$ cat src/rtl/eth_pkg.sv
// Shared Ethernet definitions: address type, header geometry and builder states.
package eth_pkg;

  typedef logic [47:0] mac_addr_t;

  localparam int ETH_HDR_LEN     = 14;
  localparam int ETH_MIN_PAYLOAD = 46;

  typedef enum logic [1:0] {
    ST_IDLE,
    ST_HEADER,
    ST_PAYLOAD,
    ST_PAD
  } builder_state_t;

  // Byte idx of the packed header, byte 0 being the most significant.
  function automatic logic [7:0] hdr_byte(input logic [ETH_HDR_LEN*8-1:0] hdr,
                                          input logic [3:0]               idx);
    hdr_byte = hdr[(ETH_HDR_LEN - 1 - int'(idx)) * 8 +: 8];
  endfunction

endpackage

$ cat src/rtl/eth_frame_builder.sv
// Prepends a fixed Ethernet header to an AXI-Stream payload and zero-pads
// short payloads up to MIN_PAYLOAD bytes. Payload is passed through with no
// buffering, so the output handshake drives the input handshake directly.
module eth_frame_builder
  import eth_pkg::*;
#(
  parameter mac_addr_t   DST_MAC     = 48'hDEADBEEF1234,
  parameter mac_addr_t   SRC_MAC     = 48'h000A35123456,
  parameter logic [15:0] ETHERTYPE   = 16'h0800,
  parameter int          MIN_PAYLOAD = ETH_MIN_PAYLOAD
) (
  input  logic        clk,
  input  logic        rst,
  input  logic        in_tvalid,
  output logic        in_tready,
  input  logic        in_tlast,
  input  logic [7:0]  in_tdata,
  output logic        out_tvalid,
  input  logic        out_tready,
  output logic        out_tlast,
  output logic [7:0]  out_tdata,
  output logic [15:0] frame_count
);

  // Counter only has to reach MIN_PAYLOAD; keep at least one bit when padding is off.
  localparam int CNT_W = (MIN_PAYLOAD < 1) ? 1 : $clog2(MIN_PAYLOAD + 1);
  localparam logic [31:0] MIN_U = 32'(MIN_PAYLOAD);
  localparam logic [ETH_HDR_LEN*8-1:0] HEADER = {DST_MAC, SRC_MAC, ETHERTYPE};
  localparam logic [3:0] HDR_LAST = 4'(ETH_HDR_LEN - 1);

  builder_state_t   state_q, state_d;
  logic [3:0]       hdr_idx_q, hdr_idx_d;
  logic [CNT_W-1:0] pay_cnt_q, pay_cnt_d;
  logic [15:0]      frame_count_q, frame_count_d;

  logic [31:0]      pay_cnt_ext;
  logic             reaches_min;
  logic [CNT_W-1:0] pay_cnt_sat;

  assign frame_count = frame_count_q;

  // The byte being transferred now completes the minimum payload length.
  // In PAD the same test marks the final pad byte.
  always_comb begin
    pay_cnt_ext = 32'(pay_cnt_q);
    reaches_min = (pay_cnt_ext + 32'd1 >= MIN_U);
    pay_cnt_sat = (pay_cnt_ext < MIN_U) ? pay_cnt_q + CNT_W'(1) : pay_cnt_q;
  end

  // State and counters; everything is control, so all of it is reset.
  always_ff @(posedge clk or posedge rst) begin
    if (rst) begin
      state_q       <= ST_IDLE;
      hdr_idx_q     <= '0;
      pay_cnt_q     <= '0;
      frame_count_q <= '0;
    end else begin
      state_q       <= state_d;
      hdr_idx_q     <= hdr_idx_d;
      pay_cnt_q     <= pay_cnt_d;
      frame_count_q <= frame_count_d;
    end
  end

  // Next-state and output decode; outputs are purely a function of state and
  // live handshake inputs, so they read as idle the instant reset asserts.
  always_comb begin
    state_d       = state_q;
    hdr_idx_d     = hdr_idx_q;
    pay_cnt_d     = pay_cnt_q;
    frame_count_d = frame_count_q;
    out_tvalid    = 1'b0;
    out_tdata     = 8'h00;
    out_tlast     = 1'b0;
    in_tready     = 1'b0;

    unique case (state_q)
      ST_IDLE: begin
        // A pending payload byte only triggers the header; it is not consumed.
        if (in_tvalid) begin
          state_d   = ST_HEADER;
          hdr_idx_d = '0;
          pay_cnt_d = '0;
        end
      end

      ST_HEADER: begin
        out_tvalid = 1'b1;
        out_tdata  = hdr_byte(HEADER, hdr_idx_q);
        if (out_tready) begin
          if (hdr_idx_q == HDR_LAST) begin
            state_d   = ST_PAYLOAD;
            hdr_idx_d = '0;
          end else begin
            hdr_idx_d = hdr_idx_q + 4'd1;
          end
        end
      end

      ST_PAYLOAD: begin
        out_tvalid = in_tvalid;
        out_tdata  = in_tdata;
        in_tready  = out_tready;
        out_tlast  = in_tlast && reaches_min;
        if (in_tvalid && out_tready) begin
          pay_cnt_d = pay_cnt_sat;
          if (in_tlast) begin
            if (reaches_min) begin
              state_d       = ST_IDLE;
              frame_count_d = frame_count_q + 16'd1;
            end else begin
              state_d = ST_PAD;
            end
          end
        end
      end

      ST_PAD: begin
        out_tvalid = 1'b1;
        out_tlast  = reaches_min;
        if (out_tready) begin
          pay_cnt_d = pay_cnt_sat;
          if (reaches_min) begin
            state_d       = ST_IDLE;
            frame_count_d = frame_count_q + 16'd1;
          end
        end
      end

      default: state_d = ST_IDLE;
    endcase
  end

endmodule
$ cat config.mk
export PLATFORM = sky130hd
export DESIGN_NAME = eth_frame_builder
export DESIGN_NICKNAME = d
export VERILOG_FILES = /design/src/rtl/eth_pkg.sv /design/src/rtl/eth_frame_builder.sv
export SDC_FILE = /design/constraint.sdc
export NUM_CORES = 1
export LEC_CHECK = 0
export ABC_AREA = 0
export ABC_CLOCK_PERIOD_IN_PS = 3400
export BUFFER_PORTS_ARGS = -buffer_cell sky130_fd_sc_hd__buf_4
export CAP_MARGIN = 20
export CORE_MARGIN = 10
export CORE_UTILIZATION = 55
export DETAILED_ROUTE_END_ITERATION = 8
export PLACE_DENSITY = 0.78
export SYNTH_ARGS = -nofsm -noshare
export SYNTH_HDL_FRONTEND = slang
export SYNTH_SLANG_ARGS = --single-unit
$ cat constraint.sdc
create_clock -name clk -period 3.4 [get_ports clk]
set_clock_uncertainty 0.05 [all_clocks]
set_input_delay 0.68 -clock clk [delete_from_list [all_inputs] [get_ports clk]]
set_output_delay 0.68 -clock clk [all_outputs]
set_load 0.02 [all_outputs]
---- Yosys cells after proc, flatten, opt, wreduce, memory -nomap -nowiden ----
Index checks and enable logic that the tools add are counted.
cells by class
  $add $sub $neg .......................... 5
  equal/unequal tests ..................... 11
  shift operators ......................... 1
  muxes and demuxes ....................... 27
  order comparisons ....................... 2
  reduce and logical (&&, ||, !) cells .... 11
operator list
  operator                                                     count
  variable part select 112 x 8 -> 8 bit, first input constant  1
  two-way mux 16 bit                                           4
  case mux 16 bit (2 select lines)                             1
  two-way mux 6 bit                                            4
  case mux 6 bit (3 select lines)                              1
  adder 16 x 1 -> 16 bit, second input constant                1
  two-way mux 2 bit                                            8
  case mux 8 bit (2 select lines)                              1
  != test 2 bit, second input constant                         7
  two-way mux 4 bit                                            3
  case mux 2 bit (4 select lines)                              1
  case mux 4 bit (2 select lines)                              1
  AND reduction 4 bit                                          2
  adder 6 x 1 -> 7 bit, second input constant                  1
  >= comparator 7 x 6 -> 1 bit, second input constant          1
  AND reduction 7 bit                                          1
  adder 6 x 1 -> 6 bit, second input constant                  1
  < comparator 6 bit, second input constant                    1
  subtractor 4 x 4 -> 5 bit, first input constant              1
  adder 4 x 1 -> 4 bit, second input constant                  1
  equality test 2 bit, second input constant                   2
  equality test 4 bit, second input constant                   1
  case mux 1 bit (2 select lines)                              2
  nonzero test 2 bit                                           2
  7 further kinds                                              8
storage, ports and cells
  output and inout port bits .............. 27
  word-level logic and storage cells ...... 61
  input bits .............................. 13
  register bits ........................... 28

---- Logic depth before layout (Yosys ltp) ----
  depth in word-level cells ............... 6
  gate-level depth with buffers ........... 10
  depth with buffers taken out ............ 8

---- Least setup slack after synthesis ----
Ideal clock, no wire load.
  path type ............................... reg-to-output
  from .................................... register hdr_idx_q[1]
  to ...................................... output out_tdata[0]
  buffers on the path ..................... 2
  cell stages (with the launch flop) ...... 10
  data arrival time ....................... 2511 ps
  data required time ...................... 2670 ps
  path slack .............................. 159 ps
  path through ............................ dfrtp_1 clkbuf_1 inv_1 ha_1 clkbuf_1 nand2b_1 or3b_2 o21ai_0 a22oi_1 nor2b_1
between the ends
  cells in the longest elaborated chain, start to end .. 3
ends and longest elaborated chain
  element                                RTL line                 source
  start: declaration                     eth_frame_builder.sv:32  logic [3:0] hdr_idx_q, hdr_idx_d;
  start signal: assignment               eth_frame_builder.sv:59  hdr_idx_q <= hdr_idx_d;
  subtractor 4 x 4 -> 5 bit              eth_pkg.sv:19            hdr_byte = hdr[(ETH_HDR_LEN - 1 - int'(idx)) * 8 +: 8];
  variable part select 112 x 8 -> 8 bit  eth_pkg.sv:19
  case mux 8 bit (2 select lines)        eth_frame_builder.sv:77  unique case (state_q)
  end: declaration                       eth_frame_builder.sv:21  output logic [7:0] out_tdata,
Every way passes these cells.

---- Worst setup path after layout ----
  from .................................... register hdr_idx_q[2]
  to ...................................... output out_tdata[0]
The elaborated chain is that of the path after synthesis.

==> flow_metrics.py <==
metrics = {
    "run_status": {
        "status": "finished clean",
    },
    "synthesis": {
        "ys_warn_count": 0,
        "syn_avg_cell_area_um2": 8.70,
        "netlist_area_um2": 2080,
        "seq_area_frac_synth_pct": 33.7,
        "synth_flop_cell": "dfrtp_1",
        "synthCells": 239,
        "synth_edf_count": 0,
        "ys_seq_elements": 28,
        "synthDistinctLibCells": 47,
        "synth_fp_nets": 266,
        "synth-async-reset-ratio_pct": 100,
    },
    "detailed_routing": {
        "post_drt_wl_per_cell_um": 14.1,
        "drc": 0,
        "vias_per_cell": 5.56,
        "route.vias.total": 1801,
        "drt-pass1-iter-count": 4,
        "antenna_left": 0,
        "routed_wl_um": 4560,
        "first_iter_violations": 75,
    },
    "sta": {
        "setup_tns_ns": 0,
        "rsz0062_at_grt": "false",
        "max_slew_margin_pct": 62.4,
        "drv_slew": 0,
        "whs_ns": 0.397,
        "period_needed_ns": 3.20,
        "setup-violations-final": 0,
        "fmax_mhz": 313,
        "fin_crit_sh_pct": 94.0,
        "tightest_slew_ns": 0.563,
        "hold_viol": 0,
    },
    "cts": {
        "numClockSinks": 28,
        "clockRootBuffer": "clkbuf_8",
        "numCtsBuffers": 3,
        "post_cts_buffers": 0,
        "cts_tree": "yes",
        "clkTransAtPathRegs_ns": 0.09,
        "clk_latency_ns": 0.28,
        "cts_resized": 0,
        "htree_levels": 1,
        "cts_buffer_depth": 2,
        "hold_buffers": 0,
    },
    "critical_path": {
        "crit_required_ns": 2.67,
        "cp.arrival_ns": 2.47,
        "cp-start-kind": "flop",
        "crit_path_max_fanout": 10,
        "r2r-end": "frame_count[10]$_DFFE_PP0P_",
        "cp-end-kind": "output port",
        "r2r_cells": 7,
        "r2r_setup_slack_ns": 0.91,
        "path_depth": 7,
        "worst-path-buf-inv": 1,
        "crit_slowest_cell": "dfrtp_1",
        "reg2reg_from": "state_q[0]$_DFFE_PP0P_",
        "critPathMaxStageDelay_ns": 0.49,
        "critPathKind": "reg2out",
        "crit_family": "simple AND/OR/NAND/NOR gates",
        "path_cells": "ha_1, nand2b_1, or3b_2, o21ai_0, a22oi_1, nor2b_1, buf_4",
    },
    "die": {
        "start_util_pct": 56.8,
        "core_region_area_um2": 3660,
        "fp.dieW_um": 81.5,
        "die_area_um2": 6640,
        "rows": 22,
        "pin_count": 40,
        "die_y_um": 81.5,
    },
    "place": {
        "placed_area_um2": 2400,
        "place_hpwl_um": 3400,
        "place.gp.congestion": 0.821,
        "port_buffers": 39,
    },
    "power": {
        "peakVddDrop_uv": 501,
        "p_leak_nw": 1.20,
        "power_density_nw_per_um2": 620,
    },
    "global_routing": {
        "track_usage_pct": 13.8,
        "overflow": 0,
        "grt_max_degree": 29,
        "antenna_found_initial": 0,
        "grt_pass1_wl_um": 7650,
        "grt_pass1_vias": 1710,
    },
    "flow_run": {
        "cap_violations": 0,
    },
    "final_layout": {
        "stdcell_area_um2": 2470,
        "drive_above_1_share_pct": 22.1,
        "syn2layout_area_growth_pct": 18.8,
        "diodes": 0,
        "final_nets": 305,
    },
    "min_path": {
        "holdCritPathClass": "in2async",
    },
}
## cell families after synthesis
group | share of synthesized area (%)
AOI/OAI and AO/OA | 18.5
xor gates and xnor gates | 8.42
adders and majority gates | 8.42
buffers and inverters | 4.57
DFF | 33.7
muxes | 2.59
and+or+nand+nor | 23.8
## area by class of cell
class / count / area (µm²)
inverters: 13 / 48.8
repair buffers: 42 / 335
multi-input cells: 190 / 1280
well taps: 48 / 60.1
flip-flops and latches: 28 / 701
clock buffers: 3 / 41.3
fillers: 313 / 1190
## worst reg2reg max path, stage by stage (launching register included)
cell and delay (ns):
dfrtp_1 0.44, inv_1 0.12, ha_1 0.39, or2b_2 0.36, a21oi_1 0.26, o211ai_4 0.23, nor4_1 0.38, xor2_1 0.17
## sequential cells by signal, indices dropped and copies added, names as in the netlist
name / flops
state_q: 2
hdr_idx_q: 4
frame_count: 16
pay_cnt_q: 6
## layer usage
metal	global-route usage [%]	part of all wire (%)	wire length (µm)	vias to the layer above
li1	-	-	-	908
met1	18.0	49	2220	836
met2	22.0	44	2010	52
met3	3.38	6.0	274	5
met4	4.50	1.1	50	0
met5	0	0	0	-
## placed cells by master (no fill, tap or decap), drive strengths merged, types with 2 or more instances in the layout
cell type,n
a211oi,2
a21oi,14
a22oi,2
and2,4
dfrtp,28
nor3,10
nor3b,3
o211ai,2
nor2,16
xor2,15
o21ai,15
nor4,3
nand2,26
nand3,15
o22ai,2
inv,13
nand2b,3
buf,42
nor2b,7
a32oi,2
a21boi,6
a21o,3
mux2i,2
a22o,3
clkbuf,3
ha,14
mux2,3
xnor2,5
## worst max path at each step
stage / start / end / slack, ns
finish: hdr_idx_q[2]$_DFFE_PP0P_ / out_tdata[0] / 0.20
floorplan: hdr_idx_q[1]$_DFFE_PP0P_ / out_tdata[0] / 0.16
detailed placement: hdr_idx_q[2]$_DFFE_PP0P_ / out_tdata[0] / 0.56
global placement: hdr_idx_q[2]$_DFFE_PP0P_ / out_tdata[0] / 0.57
global route: hdr_idx_q[2]$_DFFE_PP0P_ / out_tdata[0] / 0.09
CTS: hdr_idx_q[2]$_DFFE_PP0P_ / out_tdata[0] / 0.23
## synthesized netlist by cell type, drive strengths merged, types with 2 or more instances
cell type,count,area (µm²)
a22o,3,26.3
and2,4,26.3
a21o,3,22.5
a21boi,6,48.8
a211oi,2,15.0
nand2b,3,18.8
a21oi,14,70.1
nor3,10,60.1
clkbuf,5,18.8
xnor2,5,43.8
mux2i,2,20.0
dfrtp,28,701
nand3,15,85.1
xor2,15,131
nor4,3,18.8
nor2b,7,43.8
nor3b,3,22.5
o211ai,2,28.8
nand2,26,97.6
o22ai,2,12.5
ha,14,175
inv,13,48.8
o21ai,15,75.1
mux2,3,33.8
a22oi,2,15.0
buf,3,27.5
nor2,16,60.1
a32oi,2,17.5
## power breakdown
part	internal [W]	switching [W]
sequential	0.000374	0.0000745
combinational	0.000383	0.000519
clock	0.0000797	0.000101
total	0.000837	0.000694
## stage by stage
| stage | setup slack [ns] | power (W) | util [%] | std cells |
|---|---|---|---|---|
| floorplan | 0.159 | 0.00109 | - | 239 |
| global placement | 0.573 | 0.00134 | 65.6 | 320 |
| detailed placement | 0.559 | 0.00135 | 65.6 | 320 |
| CTS | 0.227 | 0.00154 | 66.7 | 323 |
| global route | 0.0922 | 0.00166 | 67.5 | 324 |
| finish | 0.203 | 0.00153 | 67.5 | 324 |
(Power assumes the default switching activity.)
